==> src/rtl/vga_timing_gen.sv <==
// Pixel-rate VGA raster timing generator: h/v position counters advanced by a
// pix_en clock enable, with registered sync, blanking and line/frame strobes.
module vga_timing_gen #(
  parameter int   H_VISIBLE = 640,
  parameter int   H_FRONT   = 16,
  parameter int   H_SYNC    = 96,
  parameter int   H_BACK    = 48,
  parameter int   V_VISIBLE = 480,
  parameter int   V_FRONT   = 10,
  parameter int   V_SYNC    = 2,
  parameter int   V_BACK    = 33,
  parameter logic SYNC_POL  = 1'b0
) (
  input  logic       clk,
  input  logic       reset_n,
  input  logic       pix_en,
  output logic       hsync,
  output logic       vsync,
  output logic       video_on,
  output logic [9:0] pixel_x,
  output logic [9:0] pixel_y,
  output logic       line_start,
  output logic       frame_start
);

  localparam int H_TOTAL = H_VISIBLE + H_FRONT + H_SYNC + H_BACK;
  localparam int V_TOTAL = V_VISIBLE + V_FRONT + V_SYNC + V_BACK;

  localparam logic [9:0] H_LAST     = 10'(H_TOTAL - 1);
  localparam logic [9:0] H_FP_START = 10'(H_VISIBLE);
  localparam logic [9:0] H_SY_START = 10'(H_VISIBLE + H_FRONT);
  localparam logic [9:0] H_BP_START = 10'(H_VISIBLE + H_FRONT + H_SYNC);
  localparam logic [9:0] V_LAST     = 10'(V_TOTAL - 1);
  localparam logic [9:0] V_FP_START = 10'(V_VISIBLE);
  localparam logic [9:0] V_SY_START = 10'(V_VISIBLE + V_FRONT);
  localparam logic [9:0] V_BP_START = 10'(V_VISIBLE + V_FRONT + V_SYNC);

  typedef enum logic [1:0] {VISIBLE, FRONT, SYNC, BACK} phase_t;

  // Reset asserts asynchronously but releases two clk edges after reset_n rises.
  logic [1:0] rst_sync;
  logic       rst_n;

  always_ff @(posedge clk or negedge reset_n) begin
    if (!reset_n) rst_sync <= 2'b00;
    else          rst_sync <= {rst_sync[0], 1'b1};
  end

  assign rst_n = rst_sync[1];

  logic [9:0] h, v, h_next, v_next;
  logic       h_wrap, v_wrap;
  phase_t     h_state, v_state, h_state_next, v_state_next;

  // Each region is entered at its first coordinate; every region is assumed non-empty.
  function automatic phase_t next_phase(input phase_t cur, input logic [9:0] pos,
                                        input logic [9:0] fp, input logic [9:0] sy,
                                        input logic [9:0] bp);
    next_phase = cur;
    case (cur)
      VISIBLE: if (pos == fp)    next_phase = FRONT;
      FRONT:   if (pos == sy)    next_phase = SYNC;
      SYNC:    if (pos == bp)    next_phase = BACK;
      BACK:    if (pos == 10'd0) next_phase = VISIBLE;
      default:                   next_phase = BACK;
    endcase
  endfunction

  // NOTE: every signal assigned here gets a value on every path, so no latch is inferred.
  always_comb begin
    h_wrap       = (h == H_LAST);
    v_wrap       = (v == V_LAST);
    h_next       = h_wrap ? 10'd0 : h + 10'd1;
    v_next       = h_wrap ? (v_wrap ? 10'd0 : v + 10'd1) : v;
    h_state_next = h_state;
    v_state_next = v_state;
    if (pix_en) begin
      h_state_next = next_phase(h_state, h_next, H_FP_START, H_SY_START, H_BP_START);
      if (h_wrap)
        v_state_next = next_phase(v_state, v_next, V_FP_START, V_SY_START, V_BP_START);
    end
  end

  // NOTE: non-blocking assignments keep every register reading pre-edge values.
  always_ff @(posedge clk or negedge rst_n) begin
    if (!rst_n) begin
      h           <= H_LAST;
      v           <= V_LAST;
      h_state     <= BACK;
      v_state     <= BACK;
      hsync       <= ~SYNC_POL;
      vsync       <= ~SYNC_POL;
      video_on    <= 1'b0;
      line_start  <= 1'b0;
      frame_start <= 1'b0;
    end else begin
      line_start  <= 1'b0;
      frame_start <= 1'b0;
      if (pix_en) begin
        h           <= h_next;
        v           <= v_next;
        h_state     <= h_state_next;
        v_state     <= v_state_next;
        hsync       <= (h_state_next == SYNC) ? SYNC_POL : ~SYNC_POL;
        vsync       <= (v_state_next == SYNC) ? SYNC_POL : ~SYNC_POL;
        video_on    <= (h_state_next == VISIBLE) && (v_state_next == VISIBLE);
        line_start  <= h_wrap;
        frame_start <= h_wrap && v_wrap;
      end
    end
  end

  assign pixel_x = h;
  assign pixel_y = v;

endmodule

==> config.mk <==
export PLATFORM = sky130hd
export DESIGN_NAME = vga_timing_gen
export DESIGN_NICKNAME = d
export VERILOG_FILES = /design/src/rtl/vga_timing_gen.sv
export SDC_FILE = /design/constraint.sdc
export NUM_CORES = 1
export LEC_CHECK = 0
export BUFFER_PORTS_ARGS = -buffer_cell sky130_fd_sc_hd__buf_2
export CAP_MARGIN = 40
export CORE_ASPECT_RATIO = 1.2
export CORE_MARGIN = 10
export CORE_UTILIZATION = 35
export DETAILED_ROUTE_END_ITERATION = 10
export PLACE_DENSITY_LB_ADDON = 0.3
export SYNTH_ARGS = -nofsm -noshare
export SYNTH_HDL_FRONTEND = slang
export SYNTH_SLANG_ARGS = --single-unit
==> constraint.sdc <==
create_clock -name clk -period 1.05 [get_ports clk]
set_clock_uncertainty 0.2 [all_clocks]
set_input_delay 0.21 -clock clk [delete_from_list [all_inputs] [get_ports clk]]
set_output_delay 0.21 -clock clk [all_outputs]
set_load 0.1 [all_outputs]
==> run metrics <==
run status finished, violations left; violated checks setup timing; GR peak layer met2; vias in the first global route 2,427; Multi-input gate area roughly 1600 µm²; Worst R2R Setup Slack -1.80 ns; Tcrit/Tclk final 2.72; Layout Nets 368; Seq. cell area 885 µm²; dpl cells 395; row count 30; clk slew on worst S/H paths approximately 0.080 ns; Hold Crit Class flop to asynchronous set/reset pin; layout cells sized above 1 0.711; DP HPWL ~4400 µm; Num CTS Buffers 5; io pins 28; Power Total 0.00980 W; Die X 90.5 µm; Buffers on Ports 27; GR Overflow Total 0; drt wl/cell 20.1 µm; maximum VDD drop around 2.2 mV; Post-synth top flop dfstp_2; max-cap violations 0; most frequent cells in the layout buf_4 (60), buf_6 (45), buf_12 (29); placed inst area 3370 µm²; Initial Util 0.364; ys async rst share 1.00; worst path required time 1.06 ns; post-layout util 0.767; Worst Path Max Fanout 4; DRC Markers 0; r2r worst-path depth 10; Synth Area per Inst 9.08 µm²; area grow syn2layout 111%; CP arrival 2.86 ns; total track usage 0.157; Fin. Hold Viols 0; met1 GRT Util 0.180; # setup viols final 54; synthesized instance count 230; RR Startpoint pixel_x[1]; Die Y 105 µm; commonest non-fill, non-tap cell in the layout buf_4; count of state elements after synthesis 31; H-tree levels 2; Root Buffer clkbuf_8; first-pass GRT wire length 12,400 µm; P_leak ~1.8 nW; Fmax between 300 and 400 MHz; clk sinks 31; die area about 9500 µm²; pwr dens around 2200 nW/µm²; setup ws final -1.80 ns; post-route insts no fill ~440; Filler Cell Count just over 300; Slew Limit Fails 0; initial antenna violation count 0; vias per cell 5.62; Reg2Reg Capture Point video_on; CP Launch Type flop; Post-Syn Area 2090 µm²; met2 Use GR 0.267; sequential area share after synthesis 0.381; syn_nets 236; Fin Hold WS 0.0100 ns; CTS tree done; RSZ-0062 raised after global routing true; largest net degree at the start of global routing 30; Antenna diodes 0; Netlist cell types 57; antenna-violating nets left 0; Post-synth EDFFs 0; drt pass-1 iters 5; crit path time final 2.85 ns; core box area between 5000 and 6000 µm²; gpl congestion 0.860; Layout Cell Area excl Fill 4410 µm²; DR iter-0 viols between 200 and 250; kind of critical path flop to flop; clock latency on the worst-skew pair approximately 0.3 ns; CP Capture Type flop; DRT Wirelength 8890 µm; via count 2,490; met3 usage 0.0322; CTS Buffer Depth 2; yosys warns 0
## flip-flops by register name (all words and copies together), names as in the netlist
signal	cells
video_on	1
v_state	2
h_state	2
vsync	1
pixel_y	10
frame_start	1
line_start	1
pixel_x	10
rst_sync	2
hsync	1
## worst max path at each step
stage,from,to,slack (ns),cells after the start
CTS,pixel_y[6],video_on,-1.75,9
floorplan,pixel_x[0],video_on,-1.83,11
detailed placement,pixel_x[1],video_on,-1.77,11
finish,pixel_x[1],video_on,-1.80,10
global route,pixel_y[6],video_on,-1.89,9
global placement,pixel_x[1],video_on,-1.71,10
## where the power goes
group	switching, W	total (W)	internal [W]
registers	0.000314	0.00202	0.00171
logic	0.00351	0.00631	0.00280
clock network	0.000521	0.00147	0.000947
## Yosys cell counts, drive strengths merged (6+ instances only)
library cell	instances	area, µm²
nand2	21	81.3
o21ai	19	95.1
dfstp	16	420
dfrtp	15	375
a21oi	14	73.8
nor2	14	52.6
nand3	12	72.6
inv	11	41.3
xnor2	10	87.6
buf	8	58.8
clkbuf	8	30.0
nand4	8	50.1
nor3	6	46.3
## critical path, stage by stage, from the launching register on
cell and delay [ns]:
dfstp_4 0.64, ha_4 0.13, and4_4 0.25, buf_6 0.11
nand4_1 0.18, a2bb2oi_4 0.25, nand3_2 0.13, nor4_4 0.30
nand2_2 0.14, a31o_1 0.22, o32ai_2 0.20
## per-layer routing
metal  vias up  routed length [µm]
met5         -                   0
met3        34                 513
met2       135                4440
li1       1106                   -
met1      1215                3620
met4         0                 318
## layout make-up
| type | instances | share of cell area |
|---|---|---|
| repair buffers | 140 | 0.364 |
| flip-flops and latches | 31 | 0.201 |
| clock buffers | 5 | 0.0156 |
| well taps | 80 | 0.0227 |
| inverters | 11 | 0.00994 |
| clock inverters | 3 | 0.0153 |
| multi-input cells | 173 | 0.372 |
## metrics by stage
stage / worst slack [ns] / setup TNS [ns]
final: -1.80 / -48.17
after global routing: -1.89 / -50.18
after CTS: -1.75 / -45.68
after detailed placement: -1.77 / -38.71
after global placement: -1.71 / -37.83
after floorplan: -1.83 / -36.19
## timing repair
action                     CTS  global route
cloned                       1             0
setup endpoints to repair   54            54
hold buffers                 1             0
setup buffers               16            28
resized for setup           90            50
hold endpoints to repair     2             0
pin swaps                   28            29
## cells by family after synthesis
family / count (synthesis) / synth area share
and+or+nand+nor: 88 / 0.254
AOI/OAI and AO/OA: 61 / 0.194
DFF: 31 / 0.381
buffers and inverters: 27 / 0.0623
xor gates and xnor gates: 12 / 0.0503
muxes: 7 / 0.0383
adders and majority gates: 3 / 0.0180
other: 1 / 0.00180
No activity file was read; power rests on OpenSTA's default activity.
